<file path="config.mk">
export PLATFORM = sky130hd
export DESIGN_NAME = spi_rx_ip_flat
export DESIGN_NICKNAME = d
export VERILOG_FILES = /design/src/rtl/spi_rx_pkg.sv /design/src/rtl/spi_rx_ip_if.sv /design/src/rtl/spi_rx_fifo.sv /design/src/rtl/spi_rx_ip.sv /design/src/flat_wrapper.sv
export SDC_FILE = /design/constraint.sdc
export NUM_CORES = 1
export LEC_CHECK = 0
export CORE_ASPECT_RATIO = 1.1
export CORE_UTILIZATION = 40
export DETAILED_ROUTE_END_ITERATION = 8
export PLACE_DENSITY = 0.57
export SLEW_MARGIN = 20
export SYNTH_ARGS = -nofsm -noshare
export SYNTH_HDL_FRONTEND = slang
export SYNTH_SLANG_ARGS = --single-unit
export TNS_END_PERCENT = 1
</file>
<file path="constraint.sdc">
create_clock -name clk -period 3.9 [get_ports clk]
set_clock_uncertainty 0.05 [all_clocks]
set_input_delay 0.975 -clock clk [delete_from_list [all_inputs] [get_ports clk]]
set_output_delay 0.975 -clock clk [all_outputs]
set_load 0.1 [all_outputs]
</file>
<file path="src/rtl/spi_rx_pkg.sv">
// Shared types and constants for the display-SPI receive path.
package spi_rx_pkg;

    typedef enum logic [1:0] {StWaitIdle, StIdle, StShift} state_e;

    localparam int unsigned BITS_PER_BYTE = 8;
    localparam int unsigned ENTRY_WIDTH   = 9;

    // FIFO entry layout: {dc, data[7:0]}
    typedef logic [ENTRY_WIDTH-1:0] entry_t;

endpackage

</file>
<file path="src/rtl/spi_rx_ip_if.sv">
// Valid/ready read port carrying received bytes and their dc tag.
interface spi_rx_ip_if;
    logic [7:0] rx_data;
    logic       rx_dc;
    logic       rx_valid;
    logic       rx_ready;

    modport master (output rx_data, output rx_dc, output rx_valid, input rx_ready);
    modport slave  (input rx_data, input rx_dc, input rx_valid, output rx_ready);
endinterface

</file>
<file path="src/rtl/spi_rx_fifo.sv">
// First-word-fall-through FIFO for received {dc, data} entries.
module spi_rx_fifo
    import spi_rx_pkg::*;
#(
    parameter int unsigned FIFO_DEPTH = 4
) (
    input  logic   clk,
    input  logic   reset,
    input  logic   push,
    input  entry_t push_data,
    input  logic   pop,
    output entry_t head,
    output logic   full,
    output logic   empty,
    output logic   push_ok
);

    localparam int unsigned PTR_W = $clog2(FIFO_DEPTH);
    localparam logic [PTR_W:0] FULL_COUNT = (PTR_W + 1)'(FIFO_DEPTH);

    entry_t           mem_q [FIFO_DEPTH];
    logic [PTR_W-1:0] wr_ptr_q, rd_ptr_q;
    logic [PTR_W:0]   count_q;
    logic             do_pop;

    assign empty   = (count_q == '0);
    assign full    = (count_q == FULL_COUNT);
    assign do_pop  = pop & ~empty;
    // A full FIFO still accepts a push when the head leaves on the same edge.
    assign push_ok = push & (~full | do_pop);
    assign head    = mem_q[rd_ptr_q];

    always_ff @(posedge clk) begin
        if (!reset) begin
            for (int i = 0; i < int'(FIFO_DEPTH); i++) begin
                mem_q[i] <= '0;
            end
            wr_ptr_q <= '0;
            rd_ptr_q <= '0;
            count_q  <= '0;
        end else begin
            if (push_ok) begin
                mem_q[wr_ptr_q] <= push_data;
                wr_ptr_q        <= wr_ptr_q + 1'b1;
            end
            if (do_pop) begin
                rd_ptr_q <= rd_ptr_q + 1'b1;
            end
            unique case ({push_ok, do_pop})
                2'b10:   count_q <= count_q + 1'b1;
                2'b01:   count_q <= count_q - 1'b1;
                default: count_q <= count_q;
            endcase
        end
    end

endmodule

</file>
<file path="src/rtl/spi_rx_ip.sv">
// SPI mode-0 receiver/monitor for the 4-wire display bus (cs, dc, scl, sda).
// Synchronises the bus, deserialises MSB-first bytes and queues them with their dc tag.
module spi_rx_ip
    import spi_rx_pkg::*;
#(
    parameter int unsigned FIFO_DEPTH  = 4,
    parameter int unsigned SYNC_STAGES = 2
) (
    input  logic              clk,
    input  logic              reset,
    input  logic              enable,
    input  logic              cs,
    input  logic              dc,
    input  logic              scl,
    input  logic              sda,
    input  logic              clear_err,
    spi_rx_ip_if.master       rx,
    output logic              frame_active,
    output logic [7:0]        byte_count,
    output logic              overflow,
    output logic              frame_err
);

    localparam int unsigned CNT_W = $clog2(BITS_PER_BYTE);
    localparam logic [CNT_W-1:0] LAST_BIT = CNT_W'(BITS_PER_BYTE - 1);

    logic [SYNC_STAGES-1:0] cs_q, dc_q, scl_q, sda_q;
    logic [SYNC_STAGES:0]   fill_q;
    logic                   cs_d_q, scl_d_q;
    logic                   cs_s, dc_s, scl_s, sda_s;
    logic                   scl_rise, cs_fall, cs_rise, primed;

    state_e           state_q, state_d;
    logic [CNT_W-1:0] bit_cnt_q;
    logic [7:0]       shift_q;
    logic             push_q;
    entry_t           entry_q;
    logic             start, shift_en, last_bit;

    entry_t head;
    logic   full, empty, push_ok;

    assign cs_s  = cs_q[SYNC_STAGES-1];
    assign dc_s  = dc_q[SYNC_STAGES-1];
    assign scl_s = scl_q[SYNC_STAGES-1];
    assign sda_s = sda_q[SYNC_STAGES-1];

    assign scl_rise = scl_s & ~scl_d_q;
    assign cs_fall  = ~cs_s & cs_d_q;
    assign cs_rise  = cs_s & ~cs_d_q;
    // Reset preloads the chain with idle 1s; only trust cs_s once real samples have arrived.
    assign primed   = fill_q[SYNC_STAGES];

    always_ff @(posedge clk) begin
        if (!reset) begin
            cs_q    <= '1;
            dc_q    <= '1;
            scl_q   <= '1;
            sda_q   <= '1;
            cs_d_q  <= 1'b1;
            scl_d_q <= 1'b1;
            fill_q  <= '0;
        end else begin
            cs_q    <= {cs_q[SYNC_STAGES-2:0], cs};
            dc_q    <= {dc_q[SYNC_STAGES-2:0], dc};
            scl_q   <= {scl_q[SYNC_STAGES-2:0], scl};
            sda_q   <= {sda_q[SYNC_STAGES-2:0], sda};
            cs_d_q  <= cs_s;
            scl_d_q <= scl_s;
            fill_q  <= {fill_q[SYNC_STAGES-1:0], 1'b1};
        end
    end

    always_ff @(posedge clk) begin
        if (!reset) begin
            state_q <= StWaitIdle;
        end else begin
            state_q <= state_d;
        end
    end

    always_comb begin
        state_d = state_q;
        unique case (state_q)
            StWaitIdle: if (primed && cs_s)      state_d = StIdle;
            StIdle:     if (cs_fall && enable)   state_d = StShift;
            StShift:    if (cs_rise || !enable)  state_d = StIdle;
            default:                             state_d = StWaitIdle;
        endcase
    end

    always_comb begin
        frame_active = (state_q == StShift);
    end

    assign start    = (state_q == StIdle) && (state_d == StShift);
    assign shift_en = (state_q == StShift) && (state_d == StShift) && scl_rise;
    assign last_bit = shift_en && (bit_cnt_q == LAST_BIT);

    always_ff @(posedge clk) begin
        if (!reset) begin
            bit_cnt_q  <= '0;
            shift_q    <= '0;
            push_q     <= 1'b0;
            entry_q    <= '0;
            byte_count <= '0;
            overflow   <= 1'b0;
            frame_err  <= 1'b0;
        end else begin
            if (start || (state_d != StShift)) begin
                bit_cnt_q <= '0;
            end else if (shift_en) begin
                bit_cnt_q <= bit_cnt_q + 1'b1;
            end
            if (shift_en) begin
                shift_q <= {shift_q[6:0], sda_s};
            end
            push_q <= last_bit;
            if (last_bit) begin
                entry_q <= {dc_s, shift_q[6:0], sda_s};
            end

            if (start) begin
                byte_count <= '0;
            end else if (push_ok && (byte_count != 8'hFF)) begin
                byte_count <= byte_count + 8'd1;
            end

            // Set beats clear when both land on the same edge.
            if (push_q && !push_ok) begin
                overflow <= 1'b1;
            end else if (clear_err) begin
                overflow <= 1'b0;
            end
            if ((state_q == StShift) && cs_rise && (bit_cnt_q != '0)) begin
                frame_err <= 1'b1;
            end else if (clear_err) begin
                frame_err <= 1'b0;
            end
        end
    end

    spi_rx_fifo #(
        .FIFO_DEPTH (FIFO_DEPTH)
    ) u_fifo (
        .clk       (clk),
        .reset     (reset),
        .push      (push_q),
        .push_data (entry_q),
        .pop       (rx.rx_ready),
        .head      (head),
        .full      (full),
        .empty     (empty),
        .push_ok   (push_ok)
    );

    assign rx.rx_data  = head[7:0];
    assign rx.rx_dc    = head[8];
    assign rx.rx_valid = ~empty;

endmodule

</file>
<file path="src/flat_wrapper.sv">
// flat-port wrapper written by rule: the top's interface ports become plain ports
module spi_rx_ip_flat import spi_rx_pkg::*;
#(
    parameter int unsigned FIFO_DEPTH  = 4,
    parameter int unsigned SYNC_STAGES = 2
)
  (clk, reset, enable, cs, dc, scl, sda, clear_err, frame_active, byte_count, overflow, frame_err, rx_rx_data, rx_rx_dc, rx_rx_valid, rx_rx_ready);
  spi_rx_ip_if rx_i ();
  input  logic clk;
  input  logic reset;
  input  logic enable;
  input  logic cs;
  input  logic dc;
  input  logic scl;
  input  logic sda;
  input  logic clear_err;
  output logic frame_active;
  output logic [7:0] byte_count;
  output logic overflow;
  output logic frame_err;
  output wire logic [$bits(rx_i.rx_data)-1:0] rx_rx_data;
  output wire logic [$bits(rx_i.rx_dc)-1:0] rx_rx_dc;
  output wire logic [$bits(rx_i.rx_valid)-1:0] rx_rx_valid;
  input wire logic [$bits(rx_i.rx_ready)-1:0] rx_rx_ready;
  assign rx_rx_data = rx_i.rx_data;
  assign rx_rx_dc = rx_i.rx_dc;
  assign rx_rx_valid = rx_i.rx_valid;
  assign rx_i.rx_ready = rx_rx_ready;
  spi_rx_ip #(.FIFO_DEPTH(FIFO_DEPTH), .SYNC_STAGES(SYNC_STAGES)) u_core (.clk(clk), .reset(reset), .enable(enable), .cs(cs), .dc(dc), .scl(scl), .sda(sda), .clear_err(clear_err), .rx(rx_i), .frame_active(frame_active), .byte_count(byte_count), .overflow(overflow), .frame_err(frame_err));
endmodule
</file>
==> flow_summary_export.csv <==
group,metric,value,unit
outcome,status,"complete, no violations",
placed_design,gp_congestion,0.796,
sta,period_share,83.0,%
final_layout,areaGrowthSynthToFinish,16.1,%
synthesis,synth_top_area_share,28.5,%
setup_path,crit_buf_inv,1,
sta,rsz0062_at_grt,"false",
synthesis,ys_ff_latch,90,
sta,period_needed,3240,ps
sta,relSlewSlack,35.3,%
setup_path,cp_top_family,"buffers and inverters",
routing,wl,7080,um
power_and_ir_drop,p_per_area,399,nW/um^2
synthesis,synth.area.top_cells,"dfxtp_1 (29%), edfxtp_1 (29%), mux4_2 (5.4%)",
placed_design,dp_slack,486,ps
routing,wl_per_cell,15.0,um
synthesis,ys_async_sr_fraction,0,%
clock_tree,cts_resized,0,
setup_path,r2r_cells,9,
sta,worst_pin_slew,967,ps
synthesis,syn_area_per_cell,11.9,um^2
power_and_ir_drop,p_leak,1.53,nW
floorplanning,rows,36,
power_and_ir_drop,ir_drop,0.196,mV
grt,grt_first_pass_wirelength,12000,um
routing,drc,0,
synthesis,syn-cell-area,3790,um^2
routing,postRouteAntennaNets,0,
synthesis,seq_area_frac_synth,57.1,%
worst_hold_path,hold_path.class,"flip-flop to flip-flop",
routing,drt-pass1-iter-count,4,
synthesis,ys.flop_type,"dfxtp_1",
clock_tree,clkLatencyLatePin,350,ps
synthesis,syn_nets,332,
sta,final_hold_viol_count,0,
sta,tns,0,ps
grt,antenna_found_initial,0,
setup_path,worstPathArrival,2210,ps
routing,drt-initial-drc-count,171,
final_layout,finish.net_count,368,
floorplanning,die_h,104,um
sta,setup_viol,0,
clock_tree,ctsHoldBuffers,0,
clock_tree,numCtsBuffers,9,
sta,finalWorstSetupSlack,662,ps
clock_tree,cts.path.max_buffers,2,
clock_tree,cts_tree,"done",
floorplanning,placeableCoreArea,9010,um^2
floorplanning,die_width,94.8,um
grt,grt_max_degree,52,
clock_tree,cts-root-buf,"clkbuf_8",
placed_design,dpl.hpwl,4680,um
grt,grt_use_total,15.8,%
routing,vias_per_cell,5.09,
clock_tree,clk_pin_slew_worst_paths,90,ps
synthesis,synthCells,317,
setup_path,crit_path_max_fanout,7,
setup_path,r2r-end,"u_core.u_fifo.count_q[2]",
job,maxCapViolCount,0,
setup_path,start_kind,"flip-flop",
clock_tree,post-cts-setup-buffers,0,
setup_path,reg2reg_slack,1350,ps
final_layout,layout-drive-gt1-share,14.5,%
grt,grt_pass1_vias,2389,
setup_path,crit_slowest_cell,"clkdlybuf4s50_1",
setup_path,crit_path_end_kind,"output pin",
floorplanning,start_util,42.0,%
sta,slew_viol_final,0,
floorplanning,design.die.area,9860,um^2
setup_path,slowest_delay,970,ps
clock_tree,clock_sinks,90,
routing,vias,2402,
synthesis,yosys_warnings,0,
synthesis,synth_cell_types,47,
setup_path,cp-startpoint,"u_core.u_fifo.count_q[0]",
setup_path,cp_data_required_time,2870,ps
synthesis,synth-edff-count,36,
setup_path,worstPathCellList,"or3_2, clkdlybuf4s50_1",
floorplanning,io_pins,30,
placed_design,io_buffers,29,
setup_path,critical_path_depth,2,
synthesis,yosysTopAreaCell,"dfxtp_1",
setup_path,endpoint,"rx_rx_valid",
grt,grt_remaining_overflow,0,
final_layout,fillers,828,
setup_path,rr_startpoint,"u_core.push_q",
clock_tree,cts_max_level,3,
final_layout,n_antenna_cell,0,
setup_path,critPathKind,"flip-flop to output pin",
sta,fmax,0.309,GHz
-- cell type report --
class                      count  area [um^2]  share of cell area, %
tap                          114          143                   3.25
clock inverter                 7         76.3                   1.74
clock buffer                   9          124                   2.82
inverter                      11         41.3                  0.939
timing repair buffer          38          333                   7.57
sequential                    90         2160                   49.2
multi-input combinational    203         1520                   34.5
-- cells by family (layout without fill, tap and decap cells) --
family,after synthesis,after routing,share of synthesized area [%]
AOI/OAI and AO/OA,40,40,7.10
xor gates and xnor gates,5,5,1.16
adders and majority gates,6,6,2.18
buffers and inverters,24,65,2.87
DFF,90,90,57.1
muxes,29,29,10.6
and+or+nand+nor,123,123,19.0
-- worst min path at each step --
| stage | start | end | slack (ps) | depth (start not counted) |
|---|---|---|---|---|
| after floorplan | u_core.cs_q[0] | u_core.cs_q[1] | 340 | 1 |
| after global placement | u_core.sda_q[0] | u_core.sda_q[1] | 340 | 1 |
| after detailed placement | u_core.scl_q[0] | u_core.scl_q[1] | 340 | 1 |
| after CTS | u_core.scl_q[0] | u_core.scl_q[1] | 360 | 1 |
| after global routing | u_core.dc_q[0] | u_core.dc_q[1] | 380 | 1 |
| final | u_core.scl_q[0] | u_core.scl_q[1] | 360 | 1 |
-- placed cells by master, fill, tap and decap left out, types with 5 or more instances in the layout --
| cell type | Yosys | final |
|---|---|---|
| inv_1 | 11 | 11 |
| a21oi_1 | 7 | 7 |
| mux4_2 | 9 | 9 |
| and2_1 | 30 | 30 |
| ha_1 | 5 | 5 |
| and3_1 | 13 | 13 |
| clkbuf_8 | 0 | 9 |
| nor2_1 | 17 | 17 |
| o21ai_0 | 8 | 8 |
| mux2i_1 | 20 | 20 |
| nand2_1 | 23 | 23 |
| edfxtp_1 | 36 | 36 |
| a211oi_1 | 5 | 5 |
| nand2b_1 | 15 | 15 |
| buf_4 | 0 | 19 |
| clkdlybuf4s50_1 | 0 | 19 |
| dfxtp_1 | 54 | 54 |
-- flip-flops by register name (all words and copies together) (netlist names), named ones only --
signal and cells:
u_core.u_fifo.count_q 3, u_core.shift_q 7, u_core.scl_q 2, u_core.u_fifo.mem_q 36, u_core.state_q 2, u_core.cs_d_q 1
u_core.overflow 1, u_core.u_fifo.rd_ptr_q 2, u_core.scl_d_q 1, u_core.frame_err 1, u_core.push_q 1, u_core.cs_q 2
u_core.entry_q 9, u_core.u_fifo.wr_ptr_q 2, u_core.bit_cnt_q 3, u_core.fill_q 3, u_core.dc_q 2, u_core.sda_q 2
u_core.byte_count 8
-- per-stage QoR --
stage / std cells / power [mW] / area (um^2) / hold WS, ps / utilization, %
after floorplan: 317 / 1.09 / 3790 / 336 / -
final: 472 / 1.76 / 4400 / 364 / 48.8
after detailed placement: 456 / 1.13 / 4200 / 342 / 46.6
after global placement: 456 / 1.13 / 4200 / 342 / 46.6
after global routing: 472 / 1.82 / 4400 / 377 / 48.8
after CTS: 472 / 1.78 / 4400 / 364 / 48.8
-- cell usage after synthesis (7+ instances only) --
cell type	number
dfxtp_1	54
edfxtp_1	36
and2_1	30
nand2_1	23
mux2i_1	20
nor2_1	17
nand2b_1	15
and3_1	13
inv_1	11
mux4_2	9
o21ai_0	8
a21oi_1	7
clkbuf_1	7
-- metal layers --
metal / track usage (%) / part of all wire, % / up-vias / wire, um
met5: 0 / 0 / - / 0
met4: 4.55 / 1.1 / 0 / 76
met3: 4.02 / 3.9 / 9 / 275
met2: 25.0 / 48 / 45 / 3380
met1: 21.3 / 47 / 1140 / 3340
li1: - / - / 1208 / -
-- report_power, final --
group / internal (mW) / total (mW) / switching (mW)
Clock: 0.301 / 0.650 / 0.349
Sequential: 1.00 / 1.01 / 0.00781
Combinational: 0.0303 / 0.0980 / 0.0677
Total: 1.33 / 1.76 / 0.424
-- worst register-to-register path: stages, from the launching register on --
cell	delay [ps]
dfxtp_1	490
inv_1	200
nor2_1	630
inv_1	110
ha_1	250
inv_1	70
fa_1	170
xor2_1	70
or3_1	300
a21oi_1	150
Note: power is estimated with default switching activity, not from simulation.
